--- config.mk ---
export PLATFORM = sky130hd
export DESIGN_NAME = seven_segment_scan_ctrl
export DESIGN_NICKNAME = d
export VERILOG_FILES = /design/src/rtl/seven_seg_pkg.sv /design/src/rtl/seven_seg_hex_decode.sv /design/src/rtl/seven_segment_scan_ctrl.sv
export SDC_FILE = /design/constraint.sdc
export NUM_CORES = 1
export LEC_CHECK = 0
export CAP_MARGIN = 20
export CORE_UTILIZATION = 51
export DETAILED_ROUTE_END_ITERATION = 6
export GPL_TIMING_DRIVEN = 0
export HOLD_SLACK_MARGIN = 0.08
export PLACE_DENSITY = 0.87
export SYNTH_ARGS = -nofsm -noshare
export SYNTH_HDL_FRONTEND = slang
export SYNTH_HIERARCHICAL = 1
export SYNTH_SLANG_ARGS = --single-unit
--- constraint.sdc ---
create_clock -name clk -period 3.65 [get_ports clk]
set_clock_uncertainty 0.1 [all_clocks]
set_input_delay 1.095 -clock clk [delete_from_list [all_inputs] [get_ports clk]]
set_output_delay 1.095 -clock clk [all_outputs]
set_load 0.02 [all_outputs]
--- src/rtl/seven_seg_pkg.sv ---
// Shared types and constants for the seven-segment scan controller.
package seven_seg_pkg;

  typedef enum logic [1:0] {
    IDLE  = 2'd0,
    BLANK = 2'd1,
    SHOW  = 2'd2
  } scan_state_e;

  localparam logic [7:0] SEG_OFF = 8'h00;

  // Segment patterns {a,b,c,d,e,f,g,0} indexed by hex value; entry 15 is leftmost.
  localparam logic [15:0][7:0] SEG_TABLE = {
    8'h8E, 8'h9E, 8'h7A, 8'h1A, 8'h3E, 8'hEE, 8'hF6, 8'hFE,
    8'hE0, 8'hBE, 8'hB6, 8'h66, 8'hF2, 8'hDA, 8'h60, 8'hFC
  };

endpackage

--- src/rtl/seven_seg_hex_decode.sv ---
// Combinational hex nibble plus decimal point to segment pattern.
module seven_seg_hex_decode
  import seven_seg_pkg::*;
(
  input  logic [3:0] nibble,
  input  logic       dp,
  output logic [7:0] pattern_c
);

  assign pattern_c = {SEG_TABLE[nibble][7:1], dp};

endmodule

--- src/rtl/seven_segment_scan_ctrl.sv ---
// Multiplexed 7-segment scan controller with double-buffered display data,
// per-slot blanking gap and optional leading-zero suppression.
module seven_segment_scan_ctrl
  import seven_seg_pkg::*;
#(
  parameter int unsigned NUM_DIGITS   = 4,
  parameter int unsigned SCAN_DIV     = 50000,
  parameter int unsigned BLANK_CYCLES = 500,
  parameter bit          SEL_ACT_LOW  = 1'b1
) (
  input  logic                    clk,
  input  logic                    rst_n,
  input  logic                    enable,
  input  logic                    load,
  input  logic [4*NUM_DIGITS-1:0] load_value,
  input  logic [NUM_DIGITS-1:0]   load_dp,
  input  logic                    lz_blank,
  output logic                    pending,
  output logic                    frame_done,
  output logic [7:0]              seg_out,
  output logic [NUM_DIGITS-1:0]   digit_sel
);

  localparam int unsigned VAL_W = 4 * NUM_DIGITS;
  localparam int unsigned CNT_W = $clog2(SCAN_DIV);
  localparam int unsigned IDX_W = (NUM_DIGITS > 1) ? $clog2(NUM_DIGITS) : 1;

  localparam logic [CNT_W-1:0]      BLANK_LAST = CNT_W'(BLANK_CYCLES - 1);
  localparam logic [CNT_W-1:0]      SLOT_LAST  = CNT_W'(SCAN_DIV - 1);
  localparam logic [IDX_W-1:0]      IDX_LAST   = IDX_W'(NUM_DIGITS - 1);
  localparam logic [NUM_DIGITS-1:0] SEL_OFF    = {NUM_DIGITS{SEL_ACT_LOW}};

  scan_state_e           state, state_nxt;
  logic [CNT_W-1:0]      cnt, cnt_nxt;
  logic [IDX_W-1:0]      idx, idx_nxt;
  logic [VAL_W-1:0]      shadow_value, shadow_value_nxt;
  logic [NUM_DIGITS-1:0] shadow_dp, shadow_dp_nxt;
  logic [VAL_W-1:0]      disp_value, disp_value_nxt;
  logic [NUM_DIGITS-1:0] disp_dp, disp_dp_nxt;
  logic                  pending_nxt;
  logic                  frame_wrap;
  logic [7:0]            seg_nxt;
  logic [NUM_DIGITS-1:0] sel_nxt;
  logic [NUM_DIGITS-1:0] lz_mask;
  logic                  zero_above;
  logic [3:0]            nibble_sel;
  logic                  dp_sel;
  logic [7:0]            pattern_c;

  // Digit i is suppressed when it and every more significant nibble are zero.
  always_comb begin
    lz_mask    = '0;
    zero_above = 1'b1;
    for (int i = NUM_DIGITS - 1; i > 0; i--) begin
      zero_above = zero_above & (disp_value[4*i +: 4] == 4'h0);
      lz_mask[i] = lz_blank & zero_above;
    end
  end

  assign nibble_sel = disp_value[{idx_nxt, 2'b00} +: 4];
  assign dp_sel     = disp_dp[idx_nxt];

  seven_seg_hex_decode u_decode (
    .nibble    (nibble_sel),
    .dp        (dp_sel),
    .pattern_c (pattern_c)
  );

  // Next-state, counters, buffer transfer and next output values.
  always_comb begin
    state_nxt        = state;
    cnt_nxt          = cnt;
    idx_nxt          = idx;
    frame_wrap       = 1'b0;
    shadow_value_nxt = shadow_value;
    shadow_dp_nxt    = shadow_dp;
    disp_value_nxt   = disp_value;
    disp_dp_nxt      = disp_dp;
    pending_nxt      = pending;
    seg_nxt          = SEG_OFF;
    sel_nxt          = SEL_OFF;

    case (state)
      IDLE: begin
        cnt_nxt = '0;
        idx_nxt = '0;
        if (enable) state_nxt = BLANK;
      end
      BLANK: begin
        if (cnt == BLANK_LAST) state_nxt = SHOW;
        cnt_nxt = cnt + CNT_W'(1);
      end
      SHOW: begin
        if (cnt == SLOT_LAST) begin
          state_nxt = BLANK;
          cnt_nxt   = '0;
          if (idx == IDX_LAST) begin
            idx_nxt    = '0;
            frame_wrap = 1'b1;
          end else begin
            idx_nxt = idx + IDX_W'(1);
          end
        end else begin
          cnt_nxt = cnt + CNT_W'(1);
        end
      end
      default: state_nxt = IDLE;
    endcase

    if (!enable) begin
      state_nxt  = IDLE;
      cnt_nxt    = '0;
      idx_nxt    = '0;
      frame_wrap = 1'b0;
    end

    if (load) begin
      shadow_value_nxt = load_value;
      shadow_dp_nxt    = load_dp;
      pending_nxt      = 1'b1;
    end

    // A load landing on the wrap edge goes straight to the display.
    if (frame_wrap) begin
      pending_nxt = 1'b0;
      if (load) begin
        disp_value_nxt = load_value;
        disp_dp_nxt    = load_dp;
      end else if (pending) begin
        disp_value_nxt = shadow_value;
        disp_dp_nxt    = shadow_dp;
      end
    end

    if (state_nxt == SHOW) begin
      seg_nxt = lz_mask[idx_nxt] ? {7'b0, dp_sel} : pattern_c;
      sel_nxt = (NUM_DIGITS'(1) << idx_nxt) ^ SEL_OFF;
    end
  end

  always_ff @(posedge clk or negedge rst_n) begin
    if (!rst_n) begin
      state        <= IDLE;
      cnt          <= '0;
      idx          <= '0;
      shadow_value <= '0;
      shadow_dp    <= '0;
      disp_value   <= '0;
      disp_dp      <= '0;
      pending      <= 1'b0;
      frame_done   <= 1'b0;
      seg_out      <= SEG_OFF;
      digit_sel    <= SEL_OFF;
    end else begin
      state        <= state_nxt;
      cnt          <= cnt_nxt;
      idx          <= idx_nxt;
      shadow_value <= shadow_value_nxt;
      shadow_dp    <= shadow_dp_nxt;
      disp_value   <= disp_value_nxt;
      disp_dp      <= disp_dp_nxt;
      pending      <= pending_nxt;
      frame_done   <= frame_wrap;
      seg_out      <= seg_nxt;
      digit_sel    <= sel_nxt;
    end
  end

endmodule
==> results of run 1 <==
[repair_timing]
action,4_1_cts,5_1_grt
hold buffers,0,0
endpoints found under the setup margin,7,6
buffers inserted,3,0
gates resized for setup,10,11
pin swaps,1,1
[layout by cell type (no fill, tap or decap), types with 3 or more instances in the layout]
cell type and n:
dfrtp_1 69, mux2_2 40, clkdlybuf4s50_1 36, nor2_1 21, inv_1 12, nand3_1 12
nand2_1 12, ha_1 12, nor2b_1 11, o21ai_0 9, clkbuf_8 9, xnor2_1 8
clkbuf_1 7, buf_4 6, mux2i_1 6, and2_1 6, a21oi_1 5, a211oi_1 5
and2_2 5, nor4_1 4, nand2b_1 4, buf_2 4, dfstp_2 4, buf_6 3
and4_1 3, a21oi_2 3, xor2_1 3
[cell families (layout without fill, tap and decap cells)]
| logic type | after synthesis | count (layout) | synth area share |
|---|---|---|---|
| AOI/OAI and AO/OA | 38 | 38 | 0.0718 |
| xor gates and xnor gates | 11 | 11 | 0.0261 |
| adders and majority gates | 13 | 13 | 0.0440 |
| buffers and inverters | 27 | 83 | 0.0322 |
| DFF | 74 | 74 | 0.503 |
| muxes | 49 | 49 | 0.153 |
| and+or+nand+nor | 105 | 105 | 0.170 |
[routing by layer]
layer | wire length (µm) | GRT usage
met2 | 3800 | 0.367
met4 | 175 | 0.0999
met5 | 0 | 0
met3 | 243 | 0.0417
met1 | 3310 | 0.278
[worst paths after layout]
kind / slack [ns] / cells after the start / to / startpoint
max in group asynchronous: 2.06 / 1 / cnt[11]$_DFFE_PN0P_ / rst_n
min in group asynchronous: 0.78 / 1 / cnt[4]$_DFFE_PN0P_ / rst_n
hold / removal: 0.40 / 1 / shadow_value[0]$_DFFE_PN0P_ / shadow_value[0]$_DFFE_PN0P_
hold reg to reg: 0.40 / 1 / shadow_value[0]$_DFFE_PN0P_ / shadow_value[0]$_DFFE_PN0P_
setup reg to reg: 0.12 / 11 / seg_out[4]$_DFF_PN0_ / cnt[11]$_DFFE_PN0P_
setup / recovery: 0.12 / 11 / seg_out[4]$_DFF_PN0_ / cnt[11]$_DFFE_PN0P_
[state kept, by name (all words and copies together), names as in the netlist, 2 cells and up]
signal / flops
idx: 2
seg_out: 8
cnt: 16
disp_dp: 4
shadow_value: 16
state: 2
disp_value: 16
digit_sel: 4
shadow_dp: 4
[through the flow]
step           power [mW]  setup slack, ns
3_3_place_gp        0.964            -1.06
4_1_cts              1.50           0.0207
3_5_place_dp        0.967            -1.16
2_1_floorplan       0.910           0.0751
5_1_grt              1.55          -0.0147
6_report             1.48            0.118
[layout make-up]
cell class                      instances  area (µm²)
Inverter                               14        52.6
Clock buffer                           13         139
Tap cell                               96         120
Buffer                                 12        76.3
Fill cell                             546        2490
Clock inverter                          3        17.5
Timing Repair Buffer                   41         399
Sequential cell                        74        1860
Multi-Input combinational cell        216        1750
[power breakdown]
group / internal (mW) / switching, mW
clock: 0.246 / 0.286
combinational: 0.0501 / 0.0501
sequential: 0.843 / 0.00683
total: 1.14 / 0.343
==> results by group, run 1 <==
Power
  – Pwr dens: roughly 340 mW/mm²
  – Max IR drop VDD: around 0.00019 V
  – Static Leak: around 1.9 nW

Setup path
  – Critical Path AT: 3.67 ns
  – CP delay by family, top: compound AO/OA/AOI/OAI gates
  – Startpoint class of the critical path: flop
  – CP endpoint kind: flop
  – Crit-path max FO: 10
  – Max stage delay on crit path: 0.56 ns
  – Req. time, crit path: 3.79 ns
  – Worst Path Buf+Inv: 3
  – WS Path Type: reg -> reg
  – Critical-path top delay cell: or4_4
  – Critical-path cell list: or4_4 > o41ai_1 > a21oi_2 > buf_4 > buf_4 > a211oi_1 > a21oi_2 > inv_1 > ha_1 > mux4_2 > and2_1

Synth
  – Sequential-to-total area share from yosys stat: 0.503
  – Net count after synthesis: 355
  – Post-Synthesis Cell Area: between 0.003 and 0.004 mm²
  – Leading area contributor after synthesis: dfrtp_1
  – Synth top area cells: dfrtp_1 47%, mux2_2 12%, ha_1 4.4%
  – Ys flop type: dfrtp_1
  – Post-Syn Instances: around 320
  – EDFF count, synth: 0
  – Leading cell types by count after synthesis: 70 x dfrtp_1, 40 x mux2_2, 21 x nor2_1
  – Warning count from the yosys run: 6
  – Area share of the largest cell type after synthesis: 0.474
  – Share of synthesized registers carrying an async set or reset: 1.00
  – Mapped Avg Cell Area: 11.7 µm²
  – Most numerous cell in the Yosys netlist: dfrtp_1
  – Cell variety after synth: 59
  – Seq cells post-synth: 74

Die
  – Initial core utilization: 0.535
  – Die area: approximately 0.0076 mm²
  – Core Area: 0.00691 mm²
  – Die H: just under 90 µm
  – Die Wd: ~87 µm
  – Num ports: 39
  – Std-Cell Rows: 30

Timing
  – Final Hold Fails: 0
  – Max Freq: between 0.2 and 0.3 GHz
  – Slew margin rel.: 0.402
  – Crit path time final: approximately 3.5 ns
  – Sum of negative setup slack: 0 ns
  – Hold WS: ~0.4 ns
  – Final Max Tran Viols: 0
  – Crit share post-route: 0.968
  – Final setup violation count: 0
  – Worst slew pin tran: about 0.9 ns

GRT
  – Global route overflow: 0
  – Initial antenna violation count: 0
  – Global-route wire length before repair: 12600 µm
  – Aggregate global-route resource usage: 0.220
  – Largest net degree at the start of global routing: 75
  – Number of global-route vias before repair: roughly 2600

Placement
  – # placed instances: roughly 450
  – DP HPWL: 5360 µm
  – Final Wtd Congestion: just under 0.9
  – Port-buffer cells: 38
  – Area post-placement: 0.00419 mm²

Status
  – Status: completed

Layout
  – Area Growth Syn to Fin: 19.4%
  – Non-filler cells, final: between 400 and 500
  – Antenna Cells: 0
  – Final core area utilization: 0.639
  – Share of layout cells above drive strength 1: 0.255
  – Final #Nets: about 410
  – Fin area: ~0.0044 mm²

Drt
  – DRT Wirelength: between 7000 and 8000 µm
  – WL/cell: between 15 and 20 µm
  – Initial drt markers: 200
  – Initial DRT Pass Iterations: 5
  – Mean number of vias per cell: between 5 and 6
  – Via Count: 2613
  – Routed Antenna Nets: 0
  – DRC errors left: 0

Clock network
  – # clock sinks: 74
  – Clk Tree Root Cell: clkbuf_8
  – CTS Buf Count: 9
  – Clock tree buffer depth: 2
  – # H-tree levels: 3
  – CTS tree: built
  – Clk slew on worst S/H paths: about 0.080 ns
  – Worst skew pair latency: about 0.35 ns

Hold path
  – HP Class: reg -> reg

Job
  – Maxcap violations: 0
No activity file was read; power rests on OpenSTA's default activity.
==> run 2: changes to the inputs <==
SYNTH_HIERARCHICAL = unset   (was 1)
==> run 2 against run 1 <==
Effect of this change:
- die area down 2.1%
- combinational power increased by 12%
- sequential share of layout area is 0.14 points lower
==> results by group, run 2 <==
Setup path
  – Critical Path AT: 3.58 ns (-0.09 ns)
  – CP endpoint kind: flop
  – WS Path Type: reg -> reg
  – Startpoint class of the critical path: flop
  – Req. time, crit path: 3.81 ns (+0.02 ns)
  – Crit-path max FO: 10 (unchanged)

Die
  – Std-Cell Rows: 30 (unchanged)
  – Die H: 86.2 µm (-1.1%)
  – Initial core utilization: 0.529 (-0.00584)
  – Die area: 0.00743 mm² (-2.1%)
  – Num ports: 39 (unchanged)
  – Core Area: 0.00683 mm² (-1.1%)
  – Die Wd: 86.2 µm (-1.1%)

GRT
  – Largest net degree at the start of global routing: 75 (unchanged)
  – Initial antenna violation count: 0 (unchanged)
  – Global route overflow: 0 (unchanged)
  – Number of global-route vias before repair: 2494 (-5.4%)
  – Global-route wire length before repair: 12100 µm (-3.9%)
  – Aggregate global-route resource usage: 0.212 (-0.00747)

Layout
  – Fillers: 523 (-4.2%)
  – Area Growth Syn to Fin: 22.5%
  – Final #Nets: 393 (-3.2%)
  – Reg area: 0.00186 mm² (unchanged)
  – Antenna Cells: 0 (unchanged)
  – Most frequent cells in the layout: 69 x dfrtp_1, 40 x mux2_2, 37 x clkdlybuf4s50_1
  – Final core area utilization: 0.648 (+0.00922)
  – Biggest regs: cnt x16, disp_value x16, shadow_value x16
  – Fin area: 0.00443 mm² (+0.34%)
  – Most common cell after layout, fill and taps aside: dfrtp_1
  – Multi-input logic area: 0.00169 mm² (-3.6%)
  – Share of layout cells above drive strength 1: 0.252 (-0.00261)

Clock network
  – # H-tree levels: 3 (unchanged)
  – CTS tree: built
  – Clock tree buffer depth: 2 (unchanged)
  – CTS Buf Count: 9 (unchanged)
  – Clk slew on worst S/H paths: 0.08 ns (about the same)
  – Hold Buf Count CTS: 0 (unchanged)
  – # clock sinks: 74 (unchanged)
  – Clk Tree Root Cell: clkbuf_8
  – Worst skew pair latency: 0.36 ns (about the same)

Placement
  – Port-buffer cells: 38 (unchanged)
  – DP HPWL: 4930 µm (-8.0%)
  – Place WS: -0.255 ns (+0.907 ns)
  – Final Wtd Congestion: 0.894 (+0.85%)
  – Area post-placement: 0.00411 mm² (-1.9%)

Drt
  – DRT Wirelength: 7190 µm (-4.5%)
  – DRC errors left: 0 (unchanged)
  – Via Count: 2565 (-1.8%)
  – Initial drt markers: 149 (-26%)
  – Initial DRT Pass Iterations: 4 (-1)
  – Mean number of vias per cell: 5.61 (+0.74%)
  – Routed Antenna Nets: 0 (unchanged)
  – WL/cell: 15.7 µm (-1.9%)

Synth
  – Seq cells post-synth: 74 (unchanged)
  – Warning count from the yosys run: 0 (-6)
  – Sequential-to-total area share from yosys stat: 0.514 (+0.0111)
  – Ys flop type: dfrtp_1
  – Post-Syn Instances: 300 (-5.4%)
  – Mapped Avg Cell Area: 12.0 µm² (+3.4%)
  – Synth top area cells: dfrtp_1 48%, mux2_2 13%, ha_1 4.2%
  – Leading cell types by count after synthesis: 70 x dfrtp_1, 41 x mux2_2, 18 x nand2_1, 18 x nor2_1, 17 x nand3_1
  – Share of synthesized registers carrying an async set or reset: 1.00 (unchanged)
  – Leading area contributor after synthesis: dfrtp_1
  – EDFF count, synth: 0 (unchanged)
  – Net count after synthesis: 337 (-5.1%)
  – Area share of the largest cell type after synthesis: 0.485 (+0.0105)
  – Most numerous cell in the Yosys netlist: dfrtp_1
  – Cell variety after synth: 55 (-6.8%)
  – Post-Synthesis Cell Area: 0.00361 mm² (-2.2%)

Power
  – Int Pwr: 1.36 mW (+19%)
  – Seq pwr share: 0.492 (-0.081)
  – Clock Power Share: 0.443 (+0.084)
  – Combinational share of power: 0.065 (-0.003)
  – NetSw: 0.377 mW (+10%)
  – Total power: 1.73 mW (+17%)
  – Max IR drop VDD: 0.000359 V (+90%)
  – Pwr dens: 391 mW/mm² (+17%)
  – Sw frac: 0.218 (-0.0138)
  – Static Leak: 1.96 nW (+4.3%)

Timing
  – Crit path time final: 3.42 ns (-0.109 ns)
  – Final Max Tran Viols: 0 (unchanged)
  – Crit share post-route: 0.938 (-0.0299)
  – Final setup violation count: 0 (unchanged)
  – RSZ-0062 raised after global routing: no
  – Slew margin rel.: 0.396 (-0.00635)
  – Final setup margin: 0.227 ns (+0.109 ns)
  – Max Freq: 0.292 GHz (+3.2%)
  – Final Hold Fails: 0 (unchanged)
  – Hold WS: 0.399 ns (+0.000803 ns)
  – Worst slew pin tran: 0.907 ns (+0.00953 ns)

Hold path
  – HP Class: reg -> reg

Job
  – Maxcap violations: 0 (unchanged)

Status
  – Status: completed
-- run 2: cell types whose count changed in the layout (fill, tap and decap cells not counted), moves of 5 or more --
cell | previous run | this run
xnor2_1 | 8 | 3
xor2_1 | 3 | 8
a211oi_1 | 5 | 0
nand2_1 | 12 | 18
nand4_1 | 2 | 8
and2_2 | 5 | 0
nor2b_1 | 11 | 1
nand3_1 | 12 | 17
-- run 2: path summary, 6_finish.rpt --
check,end,cells after the start,startpoint,slack [ns]
setup / recovery,seg_out[4]$_DFF_PN0_,12,cnt[10]$_DFFE_PN0P_,0.23
setup reg to reg,seg_out[4]$_DFF_PN0_,12,cnt[10]$_DFFE_PN0P_,0.23
hold reg to reg,shadow_dp[1]$_DFFE_PN0P_,1,shadow_dp[1]$_DFFE_PN0P_,0.40
min in group asynchronous,cnt[12]$_DFFE_PN0P_,1,rst_n,0.74
max in group asynchronous,shadow_dp[3]$_DFFE_PN0P_,1,rst_n,2.09
hold / removal,shadow_dp[1]$_DFFE_PN0P_,1,shadow_dp[1]$_DFFE_PN0P_,0.40
-- run 2: metrics by stage --
step | cells | setup TNS [ns]
after floorplan | 300 | 0
after global placement | 434 | -68.73
after detailed placement | 434 | -1.89
after CTS | 450 | 0
after global routing | 457 | 0
final | 457 | 0
-- run 2: repair_timing --
| action | CTS | global route |
|---|---|---|
| cloned | 0 | 0 |
| setup endpoints to repair | 4 | 8 |
| resized for setup | 1 | 4 |
| pin swaps | 1 | 1 |
| setup buffers | 0 | 7 |
-- run 2: cells by family after synthesis --
kind of cell | after synthesis | share of synthesized area
xor gates and xnor gates | 11 | 0.0267
adders and majority gates | 12 | 0.0415
AOI/OAI and AO/OA | 43 | 0.0914
buffers and inverters | 18 | 0.0249
and+or+nand+nor | 93 | 0.142
muxes | 49 | 0.160
DFF | 74 | 0.514
-- run 2: area by class of cell --
class | instances | share of cell area
inverters | 10 | 0.0102
flip-flops and latches | 74 | 0.420
plain buffers | 8 | 0.0107
clock inverters | 6 | 0.0254
repair buffers | 45 | 0.0972
well taps | 96 | 0.0271
clock buffers | 10 | 0.0288
multi-input cells | 208 | 0.381
-- run 2: metal layers --
layer  up-vias  part of all wire  GRT usage
li1       1204                 -          -
met1      1277              0.45      0.288
met2        68              0.49      0.338
met3        16             0.044     0.0543
met4         0             0.020     0.0652
met5         -                 0          0
-- run 2: critical path: stages, from the launching register on --
cell and delay (ns):
dfrtp_1 0.43, or4_4 0.59, nor4_4 0.38, mux2_4 0.39, inv_4 0.11, buf_6 0.16
mux2i_1 0.20, mux2_4 0.23, inv_1 0.08, ha_1 0.23, nand3_1 0.10, o21ai_0 0.11
o31ai_1 0.21
-- run 2: power by group through the flow --
stage	registers [mW]	logic [mW]	clock network, mW
after floorplan	0.865	0.0562	0
after global placement	0.867	0.108	0
final	0.852	0.112	0.769
after CTS	0.852	0.113	0.778
after global routing	0.855	0.126	0.812
after detailed placement	0.868	0.111	0
